--- src/rtl/truth_table_extractor.sv ---
// truth_table_extractor
//   Sweeps all 16 input rows of a 4-input, 1-output netlist and assembles the
//   netlist's 16-bit truth-table ID. Row r = {in1,in2,in3,in4}. The out value
//   sampled at row r lands in tt[15-r], so tt reads as the netlist's hex ID.
// Ports
//   clk, rst_n    clock, asynchronous active-low reset
//   start         request a sweep (accepted only in IDLE)
//   abort         cancel a running sweep (SETTLE/SAMPLE only)
//   exp_tt[15:0]  expected ID, captured when start is accepted
//   out           netlist output (combinational, same clock domain)
//   in1..in4      netlist inputs, in1 = row MSB
//   busy          sweep in progress
//   done          one-cycle pulse when tt is final
//   tt[15:0]      extracted truth-table ID
//   tt_valid      tt holds a complete sweep result
//   match         tt equals the captured exp_tt (meaningful with tt_valid)
//   unstable      out moved between the last settle cycle and the sample cycle
module truth_table_extractor #(
  parameter int unsigned SETTLE_CYCLES = 4,
  parameter int unsigned CNT_W         = 8
) (
  input  logic        clk,
  input  logic        rst_n,
  input  logic        start,
  input  logic        abort,
  input  logic [15:0] exp_tt,
  input  logic        out,
  output logic        in1,
  output logic        in2,
  output logic        in3,
  output logic        in4,
  output logic        busy,
  output logic        done,
  output logic [15:0] tt,
  output logic        tt_valid,
  output logic        match,
  output logic        unstable
);

  localparam logic [CNT_W-1:0] CNT_LAST = CNT_W'(SETTLE_CYCLES - 1);
  localparam logic [3:0]       ROW_LAST = 4'd15;

  typedef enum logic [1:0] {
    IDLE   = 2'd0,
    SETTLE = 2'd1,
    SAMPLE = 2'd2,
    DONE   = 2'd3
  } state_t;

  state_t           state;
  state_t           state_n;
  logic [3:0]       row;
  logic [CNT_W-1:0] cnt;
  logic             last_out;
  logic [15:0]      exp_q;
  logic             settle_end_c;

  assign settle_end_c = (cnt == CNT_LAST);

  // Row register drives the netlist directly; it is zero whenever no sweep runs.
  assign {in1, in2, in3, in4} = row;

  // State register.
  always_ff @(posedge clk or negedge rst_n) begin
    if (!rst_n) state <= IDLE;
    else        state <= state_n;
  end

  // Next-state logic; abort takes priority inside a sweep.
  always_comb begin
    state_n = state;
    case (state)
      IDLE:    if (start) state_n = SETTLE;
      SETTLE: begin
        if (abort)             state_n = IDLE;
        else if (settle_end_c) state_n = SAMPLE;
      end
      SAMPLE: begin
        if (abort)                 state_n = IDLE;
        else if (row == ROW_LAST)  state_n = DONE;
        else                       state_n = SETTLE;
      end
      DONE:    state_n = IDLE;
      default: state_n = IDLE;
    endcase
  end

  // Datapath and registered outputs.
  always_ff @(posedge clk or negedge rst_n) begin
    if (!rst_n) begin
      row      <= 4'd0;
      cnt      <= '0;
      last_out <= 1'b0;
      exp_q    <= 16'd0;
      busy     <= 1'b0;
      done     <= 1'b0;
      tt       <= 16'd0;
      tt_valid <= 1'b0;
      match    <= 1'b0;
      unstable <= 1'b0;
    end else begin
      busy <= (state_n == SETTLE) || (state_n == SAMPLE);
      done <= (state == DONE);
      case (state)
        IDLE: begin
          if (start) begin
            tt       <= 16'd0;
            tt_valid <= 1'b0;
            match    <= 1'b0;
            unstable <= 1'b0;
            row      <= 4'd0;
            cnt      <= '0;
            exp_q    <= exp_tt;
          end
        end
        SETTLE: begin
          if (abort) begin
            row      <= 4'd0;
            cnt      <= '0;
            tt_valid <= 1'b0;
          end else begin
            cnt <= cnt + CNT_W'(1);
            if (settle_end_c) last_out <= out;
          end
        end
        SAMPLE: begin
          if (abort) begin
            row      <= 4'd0;
            cnt      <= '0;
            tt_valid <= 1'b0;
          end else begin
            tt[ROW_LAST - row] <= out;
            if (out != last_out) unstable <= 1'b1;
            cnt <= '0;
            // Row returns to zero after the last sample so the inputs idle low.
            if (row == ROW_LAST) row <= 4'd0;
            else                 row <= row + 4'd1;
          end
        end
        DONE: begin
          tt_valid <= 1'b1;
          match    <= (tt == exp_q);
        end
        default: ;
      endcase
    end
  end

endmodule

--- config.mk ---
export PLATFORM = sky130hd
export DESIGN_NAME = truth_table_extractor
export DESIGN_NICKNAME = d
export VERILOG_FILES = /design/src/rtl/truth_table_extractor.sv
export SDC_FILE = /design/constraint.sdc
export NUM_CORES = 1
export LEC_CHECK = 0
export ABC_AREA = 1
export BUFFER_PORTS_ARGS = -buffer_cell sky130_fd_sc_hd__buf_2
export CORE_MARGIN = 5
export CORE_UTILIZATION = 30
export DETAILED_ROUTE_END_ITERATION = 7
export SLEW_MARGIN = 20
export SYNTH_ARGS = -nofsm -noshare
export SYNTH_HDL_FRONTEND = slang
export SYNTH_SLANG_ARGS = --single-unit
--- constraint.sdc ---
create_clock -name clk -period 2.3 [get_ports clk]
set_clock_uncertainty 0.15 [all_clocks]
set_input_delay 0 -clock clk [delete_from_list [all_inputs] [get_ports clk]]
set_output_delay 0 -clock clk [all_outputs]
set_load 0.005 [all_outputs]
==> reports/results.ini <==
[outcome]
status=completed

[routing]
drc=0
vias=2419
via_per_inst=4.64
dr.first_iter.drc_count=98
firstDrtPassIters=4
ant_nets=0
wl_um=6840
avgRoutedWirePerCell_um=13.1

[global_routing]
antenna_found_initial=0
use_met3_pct=2.91
overflow=0
grt_pass1_wl_um=11500
grt_most_used_layer=met2
grt_max_degree=25
grtUsageTotal_pct=12.6
grt_pass1_vias=2440
met1_usage_pct=15.8
gr-usage-met2_pct=21.5

[timing]
totalNegativeSetupSlack_ns=0
tightest_slew_ns=0.463
rsz0062_at_grt=no
min_period_ns=1.93
setup_viol=0
timing.final.crit_share_pct=83.9
clock.fmax_mhz=518
maxSlewViolCount=0
slew_headroom_pct=69.0
hold_viol=0

[synth]
ys.flop_type=dfrtp_1
synth_top_area_share_pct=46.8
ys_warn_count=0
synth_edf_count=0
ys_top_cells_by_area=dfrtp_1 (47%), nand2_1 (11%), inv_1 (6.8%)
syn-instance-count=341
syn_nets=371
yosysUniqueCellTypes=30
ys_ff_latch=52
yosysMostFrequentCell=nand2_1
seq_area_frac_synth_pct=46.8
netlist_area_mm2=0.00278
synth_top_area_cell=dfrtp_1
async_flop_share_pct=100
postSynthAreaPerCell_um2=8.15
ys_top_cells_by_count=nand2_1 (85), dfrtp_1 (52), inv_1 (50)

[power_and_ir_drop]
p_leak_nw=1.69
power_mw=2.73
p_per_area_mw_per_mm2=796
irDropWorstVdd_uv=291

[place]
numPortBuffers=45
gp_congestion=0.811
place_inst=493
hpwlAfterDp_um=5150
place_area_mm2=0.00313

[finish]
fillers=962
fin_nets=440
antennaDiodeCount=0
stdcell_area_mm2=0.00343
final_util_pct=37.4
fin_cells=521
drive_gt1_share_pct=18.8
areaGrowthSynthToFinish_pct=23.3

[critical_path]
crit_fanout=16
crit_type=reg2reg
r2r_end=tt[15]
r2r_slack_ns=0.37
endpoint_kind=flop
crit_path_start_kind=flop
cp_data_required_time_ns=2.35
r2r-start=state[0]
arrival_ns=1.97
r2r_cells=7

[floorplanning]
die_x_um=106
die-area_mm2=0.0113
start_util_pct=30.4
ioPinCount=46
dieHeight_um=106
core_area_mm2=0.00915
num_rows=35

[cts]
htree_levels=2
cts-resized-gates=0
clk_latency_ns=0.31
cts_sinks=52
root_buffer=clkbuf_8
cts_tree=yes
cts_max_path_buffers=2
clk_pin_slew_ns=0.10
cts_buffers=5

[run]
maxCapViolations=0

[min_path]
hp-class=in2async

-- through the flow --
stage / hold slack, ns / setup WS, ns
after floorplan: -0.446 / 0.654
after detailed placement: -0.232 / 0.378
after global placement: -0.240 / 0.485
final: 0.0708 / 0.371
after CTS: 0.0967 / 0.358
after global routing: 0.110 / 0.207
-- worst max-delay path, cell delays in order, from the launching register on --
cell and delay [ns]:
dfrtp_1 0.43, inv_1 0.10, ha_1 0.33, inv_2 0.07
o21ai_2 0.15, nand2_2 0.27, a21oi_1 0.23, o22ai_1 0.09
-- cell type report --
cell class / count / area (um2) / area share (%)
clock buffer: 5 / 68.8 / 2.01
clock inverter: 2 / 12.5 / 0.365
inverter: 53 / 199 / 5.81
multi-input combinational: 227 / 1220 / 35.6
sequential: 52 / 1300 / 38.0
tap: 111 / 139 / 4.05
timing repair buffer: 71 / 485 / 14.2
-- what timing repair did --
action                    in CTS  in global routing
buffers inserted               0                  0
hold endpoints to repair      74                  0
hold buffers                  21                  0
-- layout by cell type, fill, tap and decap left out --
cell           netlist  routed
o22ai_1             18      18
a21oi_1             12      12
nor3_2               1       1
o21ai_0             22      22
nand3_4              1       1
buf_4                1       4
nand3_1             20      20
xnor2_1              4       4
clkbuf_8             0       5
buf_2                5      45
nor3_1               1       1
o21ai_1              1       1
nor4_1               1       1
nand2_4              2       2
clkinv_2             0       1
nand2_1             85      85
a31oi_1              3       3
a21oi_2             10      10
o21ai_2              1       1
nor2_4               1       1
ha_1                 9       9
nand4_1              3       3
inv_1               50      50
dlygate4sd3_1        0      21
xor2_1               5       5
o211ai_1             2       2
inv_2                3       3
dfrtp_1             52      52
nor2_1              23      23
nand2_2              1       1
clkinvlp_4           0       1
buf_12               0       1
o21bai_1             1       1
-- cells by family (layout without fill, tap and decap cells) --
family,after synthesis,in the layout,synth area share [%]
simple gates,139,139,21.7
compound gates,70,70,15.3
buf+inv,62,131,9.27
flops,52,52,46.8
fa+ha+maj,9,9,4.05
xor+xnor,9,9,2.84
-- per-layer routing --
layer  up-vias  wire length (um)
met2        39              3340
li1       1237                 -
met4         0                68
met5         -                 0
met3         8               293
met1      1135              3130
-- how the worst max path moves through the flow --
stage	to	from	slack, ns
finish	tt[15]	state[0]	0.37
global route	tt[2]	state[0]	0.21
CTS	tt[2]	state[0]	0.36
detailed placement	tt[15]	state[0]	0.38
global placement	tt[3]	state[0]	0.48
floorplan	tt[0]	state[0]	0.65
-- sequential cells by signal, summed over array words and instances, names as in the netlist --
register / cells
state: 2
done: 1
tt_valid: 1
row: 4
tt: 16
busy: 1
cnt: 8
match: 1
exp_q: 16
last_out: 1
unstable: 1
-- power by group --
part	internal, mW	switching, mW
clock network	0.207	0.305
logic	0.392	0.582
registers	1.11	0.133
No activity file was read; power rests on OpenSTA's default activity.
